[config.mk]
export PLATFORM = sky130hd
export DESIGN_NAME = z80_bus_arbiter
export DESIGN_NICKNAME = d
export VERILOG_FILES = /design/src/rtl/z80_bus_arbiter.sv
export SDC_FILE = /design/constraint.sdc
export NUM_CORES = 1
export LEC_CHECK = 0
export CORE_MARGIN = 4
export CORE_UTILIZATION = 45
export CTS_CLUSTER_SIZE = 25
export DETAILED_ROUTE_END_ITERATION = 8
export GPL_ROUTABILITY_DRIVEN = 0
export GPL_TIMING_DRIVEN = 0
export PLACE_DENSITY = 0.7
export SYNTH_ARGS = -nofsm -noshare
export SYNTH_HDL_FRONTEND = slang
export SYNTH_SLANG_ARGS = --single-unit
[constraint.sdc]
create_clock -name clk -period 2.05 [get_ports clk]
set_input_delay 0.41 -clock clk [delete_from_list [all_inputs] [get_ports clk]]
set_output_delay 0.41 -clock clk [all_outputs]
set_load 0.02 [all_outputs]
[src/rtl/z80_bus_arbiter.sv]
// Z80 external bus arbiter: shares the CPU bus with NREQ DMA-style requesters,
// round-robin grant with bounded hold and a guaranteed CPU-owned gap between grants.
module z80_bus_arbiter #(
    parameter int NREQ     = 2,
    parameter int MAX_HOLD = 16,
    parameter int CPU_GAP  = 4
) (
    input  logic            clk,
    input  logic            reset,
    input  logic            cen,
    input  logic [NREQ-1:0] req,
    input  logic            busak_n,
    output logic            busrq_n,
    output logic [NREQ-1:0] grant,
    output logic [2:0]      owner,
    output logic            dma_active,
    output logic            forced_release
);

    // state     | meaning
    // S_IDLE    | CPU owns bus, no request outstanding
    // S_REQ     | busrq_n asserted, waiting for busak_n
    // S_GRANT   | one requester owns the bus
    // S_RELEASE | one-cycle turnaround, grant dropped, busrq_n still low
    // S_GAP     | busrq_n released, CPU owns bus for at least CPU_GAP cycles
    typedef enum logic [2:0] {
        S_IDLE,
        S_REQ,
        S_GRANT,
        S_RELEASE,
        S_GAP
    } state_t;

    localparam int HOLD_W = (MAX_HOLD < 1) ? 1 : $clog2(MAX_HOLD + 1);
    localparam int GAP_W  = (CPU_GAP < 1) ? 1 : $clog2(CPU_GAP + 1);
    localparam logic [HOLD_W-1:0] HOLD_LIM = HOLD_W'(MAX_HOLD);
    localparam logic [HOLD_W-1:0] HOLD_SAT = '1;
    localparam logic [GAP_W-1:0]  GAP_LIM  = GAP_W'(CPU_GAP);

    state_t            r_state;
    logic              r_busrq_n;
    logic [NREQ-1:0]   r_grant;
    logic [2:0]        r_owner;
    logic              r_dma;
    logic              r_forced;
    logic [2:0]        r_rr;
    logic [HOLD_W-1:0] r_hold;
    logic [GAP_W-1:0]  r_gap;

    logic [2:0]        w_win;
    logic              w_found;
    logic [2:0]        w_next_rr;

    // First pass covers indices at/after the pointer, second pass wraps to the low ones.
    always_comb begin
        w_win   = '0;
        w_found = 1'b0;
        for (int i = 0; i < NREQ; i++) begin
            if (!w_found && req[i] && (i >= int'(r_rr))) begin
                w_win   = 3'(i);
                w_found = 1'b1;
            end
        end
        for (int i = 0; i < NREQ; i++) begin
            if (!w_found && req[i]) begin
                w_win   = 3'(i);
                w_found = 1'b1;
            end
        end
        w_next_rr = (w_win == 3'(NREQ - 1)) ? 3'd0 : w_win + 3'd1;
    end

    always_ff @(posedge clk or posedge reset) begin
        if (reset) begin
            r_state   <= S_IDLE;
            r_busrq_n <= 1'b1;
            r_grant   <= '0;
            r_owner   <= '0;
            r_dma     <= 1'b0;
            r_forced  <= 1'b0;
            r_rr      <= '0;
            r_hold    <= '0;
            r_gap     <= '0;
        end else if (cen) begin
            r_forced <= 1'b0;
            case (r_state)
                S_IDLE: begin
                    if (|req) begin
                        r_state   <= S_REQ;
                        r_busrq_n <= 1'b0;
                    end
                end
                S_REQ: begin
                    if (!busak_n) begin
                        if (|req) begin
                            r_state <= S_GRANT;
                            r_grant <= NREQ'(1) << w_win;
                            r_owner <= w_win;
                            r_rr    <= w_next_rr;
                            r_hold  <= HOLD_W'(1);
                            r_dma   <= 1'b1;
                        end else begin
                            r_state <= S_RELEASE;
                        end
                    end
                end
                S_GRANT: begin
                    // CPU dropping acknowledge overrides everything: bus is no longer ours.
                    if (busak_n) begin
                        r_state   <= S_GAP;
                        r_grant   <= '0;
                        r_dma     <= 1'b0;
                        r_busrq_n <= 1'b1;
                        r_gap     <= '0;
                    end else if ((req & r_grant) == '0) begin
                        r_state <= S_RELEASE;
                        r_grant <= '0;
                        r_dma   <= 1'b0;
                    end else if ((MAX_HOLD != 0) && (r_hold == HOLD_LIM)) begin
                        r_state  <= S_RELEASE;
                        r_grant  <= '0;
                        r_dma    <= 1'b0;
                        r_forced <= 1'b1;
                    end else if (r_hold != HOLD_SAT) begin
                        r_hold <= r_hold + HOLD_W'(1);
                    end
                end
                S_RELEASE: begin
                    r_state   <= S_GAP;
                    r_busrq_n <= 1'b1;
                    r_gap     <= '0;
                end
                S_GAP: begin
                    // Gap count starts once the CPU has actually taken the bus back.
                    if (busak_n || (r_gap != '0)) begin
                        if (r_gap >= GAP_LIM) begin
                            r_state <= S_IDLE;
                        end else begin
                            r_gap <= r_gap + GAP_W'(1);
                        end
                    end
                end
                default: begin
                    r_state   <= S_IDLE;
                    r_busrq_n <= 1'b1;
                    r_grant   <= '0;
                    r_dma     <= 1'b0;
                end
            endcase
        end
    end

    assign busrq_n        = r_busrq_n;
    assign grant          = r_grant;
    assign owner          = r_owner;
    assign dma_active     = r_dma;
    assign forced_release = r_forced;

endmodule
==> results of run 1 <==
[worst max-delay path, stage by stage]
cell and delay [ns]:
clkdlybuf4s50_1 0.42, clkbuf_1 0.22, nor2_1 0.32, nand3_2 0.20, a22o_1 0.31, a22o_1 0.24
[through the flow]
step                setup TNS [ns]  power [mW]
CTS                              0       1.421
global route                     0       1.524
global placement           -0.8465       1.205
finish                           0       1.411
detailed placement          -1.037       1.230
floorplan                        0       1.027
[cell families (layout without fill, tap and decap cells)]
group | Yosys count | in the layout | synth area share [%]
simple gates | 40 | 40 | 22.99
compound gates | 31 | 31 | 20.35
flops | 18 | 18 | 39.71
buf+inv | 17 | 32 | 7.371
fa+ha+maj | 5 | 5 | 5.501
mux | 4 | 4 | 3.740
other cells | 1 | 2 | 0.3297
[layout make-up]
class / instances / share of cell area (%)
well taps: 28 / 2.669
clock buffers: 4 / 2.002
repair buffers: 11 / 8.389
flip-flops and latches: 18 / 34.41
plain buffers: 7 / 3.527
inverters: 10 / 2.860
multi-input cells: 82 / 46.14
[power groups by stage]
| stage | sequential (mW) | combinational, mW | clock (mW) |
|---|---|---|---|
| 6_report | 0.536 | 0.686 | 0.188 |
| 5_1_grt | 0.550 | 0.762 | 0.212 |
| 4_1_cts | 0.536 | 0.690 | 0.196 |
| 3_5_place_dp | 0.543 | 0.687 | 0 |
| 3_3_place_gp | 0.538 | 0.667 | 0 |
| 2_1_floorplan | 0.579 | 0.448 | 0 |
[state kept, by name, summed over array words and instances (netlist names)]
register and flops:
r_hold 5, forced_release 1, owner 1, grant 2, busrq_n 1, r_rr 1
r_gap 3, r_state 3, dma_active 1
[metal layers]
metal | vias up | wire [um] | track usage (%)
met4 | 0 | 0 | 4.967
met2 | 11 | 1220 | 26.48
met1 | 442 | 1108 | 18.83
met5 | - | 0 | 0
li1 | 455 | - | -
met3 | 0 | 48 | 2.004
[worst paths after layout]
kind	endpoint	slack [ns]	cells past startpoint
worst max-delay path	r_hold[4]$_DFFE_PP0P_	0.12	6
worst min-delay path	owner[0]$_DFFE_PP0P_	0.49	2
worst max register to register	r_hold[4]$_DFFE_PP0P_	0.13	6
worst min register to register	owner[0]$_DFFE_PP0P_	0.49	2
max in group asynchronous	dma_active$_DFFE_PP0P_	1.11	2
min in group asynchronous	r_hold[0]$_DFFE_PP0P_	0.51	2
[placed cells by master (no fill, tap or decap), types with 2 or more instances in the layout]
| master | instances |
|---|---|
| a21oi_1 | 3 |
| a22o_1 | 5 |
| buf_4 | 3 |
| clkbuf_1 | 3 |
| clkbuf_4 | 3 |
| clkdlybuf4s50_1 | 11 |
| conb_1 | 2 |
| dfrtp_1 | 17 |
| ha_1 | 5 |
| inv_1 | 10 |
| mux2_2 | 2 |
| mux2i_1 | 2 |
| nand2_1 | 5 |
| nand3_1 | 4 |
| nor2_1 | 6 |
| nor2b_1 | 2 |
| nor3_1 | 3 |
| nor4_1 | 3 |
| o21ai_0 | 8 |
| o31ai_1 | 2 |
| or3_1 | 2 |
[synth_stat cells (all sizes together) (2+ instances only)]
cell    number  share of area (%)
a21o         2                1.4
ha           5                5.5
a21oi        3                1.3
nor3b        2                1.8
o21ai        9                4.0
nor2         6                2.0
mux2         2                2.0
nand2        5                1.7
mux2i        2                1.8
or3          3                2.1
nand3b       2                1.7
dfrtp       17                 37
clkbuf       2               0.66
inv         10                3.3
o31ai        2                1.3
a22o         5                3.9
nand3        5                2.6
nor4         3                1.7
nor3         3                1.3
nor2b        2                1.1
buf          5                3.4
==> results.ini, run 1 <==
[drt]
first_pass_iters=5
ant_nets=0
totalWireLength_mm=2.377
wl_per_cell_um=14.86
first_iter_violations=11
vias=908
drc_errors=0
vias_per_cell=5.675

[power]
worst_ir_drop_vdd_v=0.0006135
switchingPower_uw=569.7
p_clk_share_pct=13.3
p_per_area_nw_per_um2=1075
internal_power_uw=841.0
switching_share_pct=40.38
p_leak_nw=0.5811
comb_power_share_pct=48.6
p_seq_share_pct=38.0

[final_layout]
seqCellArea_um2=451.7
antenna_cells=0
drive_above_1_share_pct=16.67
layout.cells.non_filler=160
fin_nets=144
area_delta_synth_final_pct=15.40
nFillCells=217
postLayoutCellArea_um2=1313
multi_input_area_um2=605.6
post-route-util_pct=57.14

[synth]
ys_seq_area_share_pct=39.71
synth_cells=116
synth_flop_cell=dfrtp_1
synth.avg_cell_area_um2=9.805
ys_types=50
async_reset_ff_share_pct=100.0
syn_area_um2=1137
synth_seq_cells=18
yosys_warnings=0
synth_edf_count=0

[timing]
worstMarginPinSlew_ns=0.6840
min_period_over_period_pct=93.96
setup_viol=0
fin_crit_ns=1.926
finClkSkew_ns=0.0009162
fmax_ghz=0.5191
grt_setup_unrepaired=false
whs_ns=0.4876
slew_viol_final=0
slew-limit-headroom_pct=54.35
hold_viol_final=0
setup_ws_ns=0.1238

[floorplanning]
pin_count=14
rows=17
die_h_um=58.28
die-area_um2=3396
coreArea_um2=2297
initial_core_util_pct=49.51
die_w_um=58.28

[worst_setup_path]
end_kind=flop
cp_max_fo=10
worstPathArrival_ns=2.12
startpoint=busak_n
crit_path_start_kind=primary input
reg2reg_from=r_hold[0]$_DFFE_PP0P_
required_ns=2.24
critical_path_class=in -> reg

[placement]
place_hpwl_mm=1.799
preCtsSetupSlack_ns=-0.1550
placed_cell_area_um2=1286
io_buffer_count=11
dp.cells=156

[grt]
grt_max_degree=19
grt_pass1_vias=904
grt.overflow.total=0
antenna_found_initial=0
grtUsageTotal_pct=15.09
grt_pass1_wl_mm=4.036

[clocking]
htreeDepth=1
cts_resized=0
cts_buffer_depth=2
clk_pin_slew_ns=0.10
clock_latency_ns=0.29
postCtsSetupBuffers=0
clock_sinks=18
tritoncts=built
cts_buffers=3
clock-root-buffer=clkbuf_4
ctsHoldBuffers=0

[hold_path]
hold_start=owner[0]$_DFFE_PP0P_
min-delay-path-class=reg -> reg

[status]
status=completed

[job]
maxCapViolCount=0

Note: power is estimated with default switching activity, not from simulation.
==> run 2, diff against run 1 <==
--- a/config.mk
+++ b/config.mk
@@ -9,9 +9,10 @@
 export CORE_UTILIZATION = 45
 export CTS_CLUSTER_SIZE = 25
 export DETAILED_ROUTE_END_ITERATION = 8
+export DONT_BUFFER_PORTS = 1
 export GPL_ROUTABILITY_DRIVEN = 0
 export GPL_TIMING_DRIVEN = 0
-export PLACE_DENSITY = 0.7
+export PLACE_DENSITY = 0.63
 export SYNTH_ARGS = -nofsm -noshare
 export SYNTH_HDL_FRONTEND = slang
 export SYNTH_SLANG_ARGS = --single-unit
==> results.ini, run 2 (synthesized netlist as in run 1, its figures left out) <==
[timing]
finClkSkew_ns=0.006264  ; was 0.0009162 ns
slew_viol_final=0  ; unchanged
setup_tns_ns=0  ; unchanged
worstMarginPinSlew_ns=0.6913  ; was 0.6840 ns
setup_viol=0  ; unchanged
grt_setup_unrepaired=false  ; unchanged
min_period_over_period_pct=94.19  ; was 93.96%
slew-limit-headroom_pct=53.87  ; was 54.35%
fmax_ghz=0.5179  ; was 0.5191 GHz
hold_viol_final=0  ; unchanged
fin_crit_ns=1.931  ; was 1.926 ns

[clocking]
clk_pin_slew_ns=0.11  ; was 0.10 ns
tritoncts=built  ; unchanged
postCtsSetupBuffers=0  ; unchanged
htreeDepth=1  ; unchanged
cts_buffers=3  ; unchanged
cts_buffer_depth=2  ; unchanged
cts_resized=0  ; unchanged
clock_latency_ns=0.30  ; was 0.29 ns
clock_sinks=18  ; unchanged
clock-root-buffer=clkbuf_4  ; unchanged
ctsHoldBuffers=0  ; unchanged

[drt]
totalWireLength_mm=2.266  ; was 2.377 mm
ant_nets=0  ; unchanged
vias_per_cell=5.906  ; was 5.675
drc_errors=0  ; unchanged
vias=880  ; was 908
first_pass_iters=4  ; was 5
first_iter_violations=9  ; was 11
wl_per_cell_um=15.21  ; was 14.86 um

[worst_setup_path]
crit_path_start_kind=flop  ; was primary input
cpPeakStageDelay_ns=0.43  ; was 0.42 ns
cp_max_fo=6  ; was 10
critical_path_class=reg -> reg  ; was in -> reg
path_cells=ha_1 > and3_2 > ha_1 > nand3b_2 > a22o_1 > a22o_1  ; was clkdlybuf4s50_1 > clkbuf_1 > nor2_1 > nand3_2 > a22o_1 > a22o_1
r2r_cells=6  ; unchanged
required_ns=2.25  ; was 2.24 ns
path_delay_family=compound AO/OA/AOI/OAI gates  ; was buffers and inverters
critPathSlowestCell=dfrtp_1  ; was clkdlybuf4s50_1
end_kind=flop  ; unchanged
crit_buf_inv=0  ; was 2
worstPathArrival_ns=2.13  ; was 2.12 ns
worst-path-stages=6  ; unchanged

[placement]
io_buffer_count=0  ; was 11
place_hpwl_mm=1.682  ; was 1.799 mm

[final_layout]
drive_above_1_share_pct=18.18  ; was 16.67%
multi_input_area_um2=605.6  ; unchanged
regMostFlops=r_hold  ; unchanged
top_regs=r_hold (5), r_gap (3), r_state (3)  ; unchanged
final_cell_mix=17 x dfrtp_1, 10 x inv_1, 8 x o21ai_0  ; was 17 x dfrtp_1, 11 x clkdlybuf4s50_1, 10 x inv_1
nFillCells=218  ; was 217
antenna_cells=0  ; unchanged
fin_nets=133  ; was 144
largest_reg_flops=5  ; unchanged
seqCellArea_um2=451.7  ; unchanged
post-route-util_pct=52.34  ; was 57.14%
area_delta_synth_final_pct=5.720  ; was 15.40%
layout_commonest_cell=dfrtp_1  ; unchanged

[power]
finalPower_mw=1.328  ; was 1.411 mW
worst_ir_drop_vdd_v=0.0006992  ; was 0.0006135 V
p_per_area_nw_per_um2=1105  ; was 1075 nW/um^2
p_leak_nw=0.5401  ; was 0.5811 nW

[grt]
antenna_found_initial=0  ; unchanged
grt_max_degree=19  ; unchanged
grt_pass1_vias=906  ; was 904
grt_pass1_wl_mm=4.064  ; was 4.036 mm
grtUsageTotal_pct=15.26  ; was 15.09%
grt.overflow.total=0  ; unchanged

[floorplanning]
die_h_um=58.28  ; unchanged
initial_core_util_pct=49.51  ; unchanged
pin_count=14  ; unchanged
rows=17  ; unchanged
coreArea_um2=2297  ; unchanged
die_w_um=58.28  ; unchanged
die-area_um2=3396  ; unchanged

[status]
status=completed  ; unchanged

[job]
maxCapViolCount=0  ; unchanged

[hold_path]
min-delay-path-class=in -> async  ; was reg -> reg

## run 2: changes by cell type in the layout (fill, tap and decap cells not counted)
cell             delta
clkdlybuf4s50_1    -11
## run 2: metal layers
metal / routed length (um) / part of all wire [%] / GRT usage [%]
met4: 12 / 0.53 / 3.642
met2: 1091 / 48 / 25.04
met3: 126 / 5.6 / 6.013
met1: 1035 / 46 / 18.64
met5: 0 / 0 / 0
## run 2: report_power, final
part	internal [mW]	switching [mW]	total (mW)
Clock	0.0758	0.116	0.192
Sequential	0.456	0.140	0.596
Combinational	0.236	0.304	0.540
Total	0.768	0.560	1.33
## run 2: cell type report
| class | count | area share (%) |
|---|---|---|
| Buffer | 7 | 3.850 |
| Clock buffer | 4 | 2.185 |
| Inverter | 10 | 3.122 |
| Multi-Input combinational cell | 82 | 50.36 |
| Sequential cell | 18 | 37.57 |
| Tap cell | 28 | 2.914 |
## run 2: final timing paths
path / from / endpoint / slack (ns)
setup / recovery: r_hold[0]$_DFFE_PP0P_ / r_hold[4]$_DFFE_PP0P_ / 0.12
min in group clk: req[0] / r_rr[0]$_DFFE_PP0P_ / 0.29
max in group asynchronous: reset / r_state[0]$_DFFE_PP0P_ / 1.52
setup reg to reg: r_hold[0]$_DFFE_PP0P_ / r_hold[4]$_DFFE_PP0P_ / 0.12
hold reg to reg: r_rr[0]$_DFFE_PP0P_ / r_rr[0]$_DFFE_PP0P_ / 0.52
hold / removal: reset / r_hold[0]$_DFFE_PP0P_ / 0.09
## run 2: metrics by stage
step           setup WS [ns]  area (um^2)  instances  hold slack, ns
2_1_floorplan         0.2439         1141        117          0.3478
3_3_place_gp          0.1319         1176        145          0.4560
3_5_place_dp          0.1450         1176        145          0.4630
4_1_cts               0.1176         1202        149          0.1222
5_1_grt              0.03151         1202        149          0.1411
6_report              0.1192         1202        149         0.08902
==> run 3, diff against run 2 <==
--- a/config.mk
+++ b/config.mk
@@ -7,11 +7,13 @@
 export LEC_CHECK = 0
 export CORE_MARGIN = 4
 export CORE_UTILIZATION = 45
+export CTS_BUF_LIST = sky130_fd_sc_hd__clkbuf_4 sky130_fd_sc_hd__clkbuf_8
 export CTS_CLUSTER_SIZE = 25
 export DETAILED_ROUTE_END_ITERATION = 8
 export DONT_BUFFER_PORTS = 1
 export GPL_ROUTABILITY_DRIVEN = 0
 export GPL_TIMING_DRIVEN = 0
+export MAX_ROUTING_LAYER = met4
 export PLACE_DENSITY = 0.63
 export SYNTH_ARGS = -nofsm -noshare
 export SYNTH_HDL_FRONTEND = slang
==> results.ini, run 3 (synthesized netlist as in run 1, its figures left out) <==
[floorplanning]
rows=17  ; unchanged
die_w_um=58.28  ; unchanged
pin_count=14  ; unchanged
die-area_um2=3396  ; unchanged
coreArea_um2=2297  ; unchanged
initial_core_util_pct=49.51  ; unchanged
die_h_um=58.28  ; unchanged

[timing]
slew_viol_final=0  ; unchanged
fin_crit_ns=1.916  ; was 1.931 ns
setup_viol=0  ; unchanged
setup_ws_ns=0.1336  ; was 0.1192 ns
min_period_over_period_pct=93.48  ; was 94.19%
fmax_ghz=0.5218  ; was 0.5179 GHz
grt_setup_unrepaired=false  ; unchanged
slew-limit-headroom_pct=50.85  ; was 53.87%
whs_ns=0.1052  ; was 0.08902 ns
hold_viol_final=0  ; unchanged
finClkSkew_ns=0.003048  ; was 0.006264 ns
worstMarginPinSlew_ns=0.7365  ; was 0.6913 ns
setup_tns_ns=0  ; unchanged

[drt]
vias_per_cell=5.980  ; was 5.906
totalWireLength_mm=2.297  ; was 2.266 mm
ant_nets=0  ; unchanged
first_pass_iters=4  ; unchanged
first_iter_violations=10  ; was 9
wl_per_cell_um=15.42  ; was 15.21 um
vias=891  ; was 880
drc_errors=0  ; unchanged

[final_layout]
final_cell_mix=17 x dfrtp_1, 10 x inv_1, 8 x o21ai_0  ; unchanged
layout_commonest_cell=dfrtp_1  ; unchanged
largest_reg_flops=5  ; unchanged
nFillCells=218  ; unchanged
top_regs=r_hold (5), r_gap (3), r_state (3)  ; unchanged
fin_nets=133  ; unchanged
area_delta_synth_final_pct=6.051  ; was 5.720%
antenna_cells=0  ; unchanged
regMostFlops=r_hold  ; unchanged
drive_above_1_share_pct=19.01  ; was 18.18%

[grt]
grt_max_degree=19  ; unchanged
grt.overflow.total=0  ; unchanged
antenna_found_initial=0  ; unchanged
grt_pass1_vias=893  ; was 906
grt_pass1_wl_mm=4.015  ; was 4.064 mm
grtUsageTotal_pct=15.57  ; was 15.26%

[placement]
place_hpwl_mm=1.682  ; unchanged
preCtsSetupSlack_ns=0.1450  ; unchanged
io_buffer_count=0  ; unchanged

[clocking]
clk_pin_slew_ns=0.11  ; about the same
cts_buffers=3  ; unchanged
clock_sinks=18  ; unchanged
htreeDepth=1  ; unchanged
clock-root-buffer=clkbuf_4  ; unchanged
ctsHoldBuffers=0  ; unchanged
tritoncts=built  ; unchanged
clock_latency_ns=0.30  ; about the same
postCtsSetupBuffers=0  ; unchanged
cts_buffer_depth=2  ; unchanged
cts_resized=0  ; unchanged

[worst_setup_path]
critical_path_class=reg -> reg  ; unchanged
r2r_cells=6  ; unchanged
cp_max_fo=6  ; unchanged
rrSetupSlack_ns=0.13  ; was 0.12 ns
required_ns=2.25  ; about the same
worstPathArrival_ns=2.12  ; was 2.13 ns
r2r-end=r_hold[4]$_DFFE_PP0P_  ; unchanged
end_kind=flop  ; unchanged
crit_path_start_kind=flop  ; unchanged
reg2reg_from=r_hold[0]$_DFFE_PP0P_  ; unchanged

[status]
status=completed  ; unchanged

[job]
maxCapViolCount=0  ; unchanged

[power]
p_leak_nw=0.5435  ; was 0.5401 nW
p_per_area_nw_per_um2=1113  ; was 1105 nW/um^2
worst_ir_drop_vdd_v=0.0007062  ; was 0.0006992 V

[hold_path]
min-delay-path-class=in -> async  ; unchanged

[run 3: cell counts in the layout (fill, tap and decap cells not counted)]
Identical to the previous run, type by type.
[run 3: worst max path at each step]
stage | start | endpoint | slack [ns]
floorplan | r_hold[0]$_DFFE_PP0P_ | r_hold[1]$_DFFE_PP0P_ | 0.24
global placement | r_hold[0]$_DFFE_PP0P_ | r_hold[4]$_DFFE_PP0P_ | 0.13
detailed placement | r_hold[0]$_DFFE_PP0P_ | r_hold[4]$_DFFE_PP0P_ | 0.15
CTS | r_hold[0]$_DFFE_PP0P_ | r_hold[4]$_DFFE_PP0P_ | 0.12
global route | r_hold[0]$_DFFE_PP0P_ | r_hold[1]$_DFFE_PP0P_ | 0.04
finish | r_hold[0]$_DFFE_PP0P_ | r_hold[4]$_DFFE_PP0P_ | 0.13
[run 3: report_power, final]
part	switching, mW	internal [mW]	total [mW]	leakage, nW
combinational	0.305	0.236	0.541	0.293
clock	0.116	0.0891	0.205	0.0184
sequential	0.140	0.456	0.596	0.233
total	0.561	0.781	1.34	0.544
[run 3: area by class of cell]
type / count / area, um^2 / share of cell area [%]
sequential: 18 / 451.7 / 37.45
inverter: 10 / 37.54 / 3.112
multi-input combinational: 82 / 605.6 / 50.21
buffer: 7 / 46.29 / 3.838
tap: 28 / 35.03 / 2.905
clock buffer: 4 / 30.03 / 2.490
[run 3: critical path, cell delays in order, from the launching register on]
cell and delay [ns]:
dfrtp_1 0.43, ha_1 0.22, and3_2 0.20, ha_1 0.17, nand3b_2 0.26, a22o_1 0.30
a22o_1 0.23
[run 3: metal layers]
layer	vias up	GRT usage, %	part of all wire (%)
li1	439	-	-
met1	423	19.05	47
met2	27	24.40	46
met3	2	5.568	6.4
met4	0	3.642	0.52
met5	-	-	0
[run 3: through the flow]
| step | power, mW | instances | utilization, % | instance area, um^2 |
|---|---|---|---|---|
| global route | 1.448 | 149 | 52.51 | 1206 |
| detailed placement | 1.143 | 145 | 51.20 | 1176 |
| floorplan | 1.027 | 117 | - | 1141 |
| global placement | 1.125 | 145 | 51.20 | 1176 |
| CTS | 1.350 | 149 | 52.51 | 1206 |
| finish | 1.342 | 149 | 52.51 | 1206 |
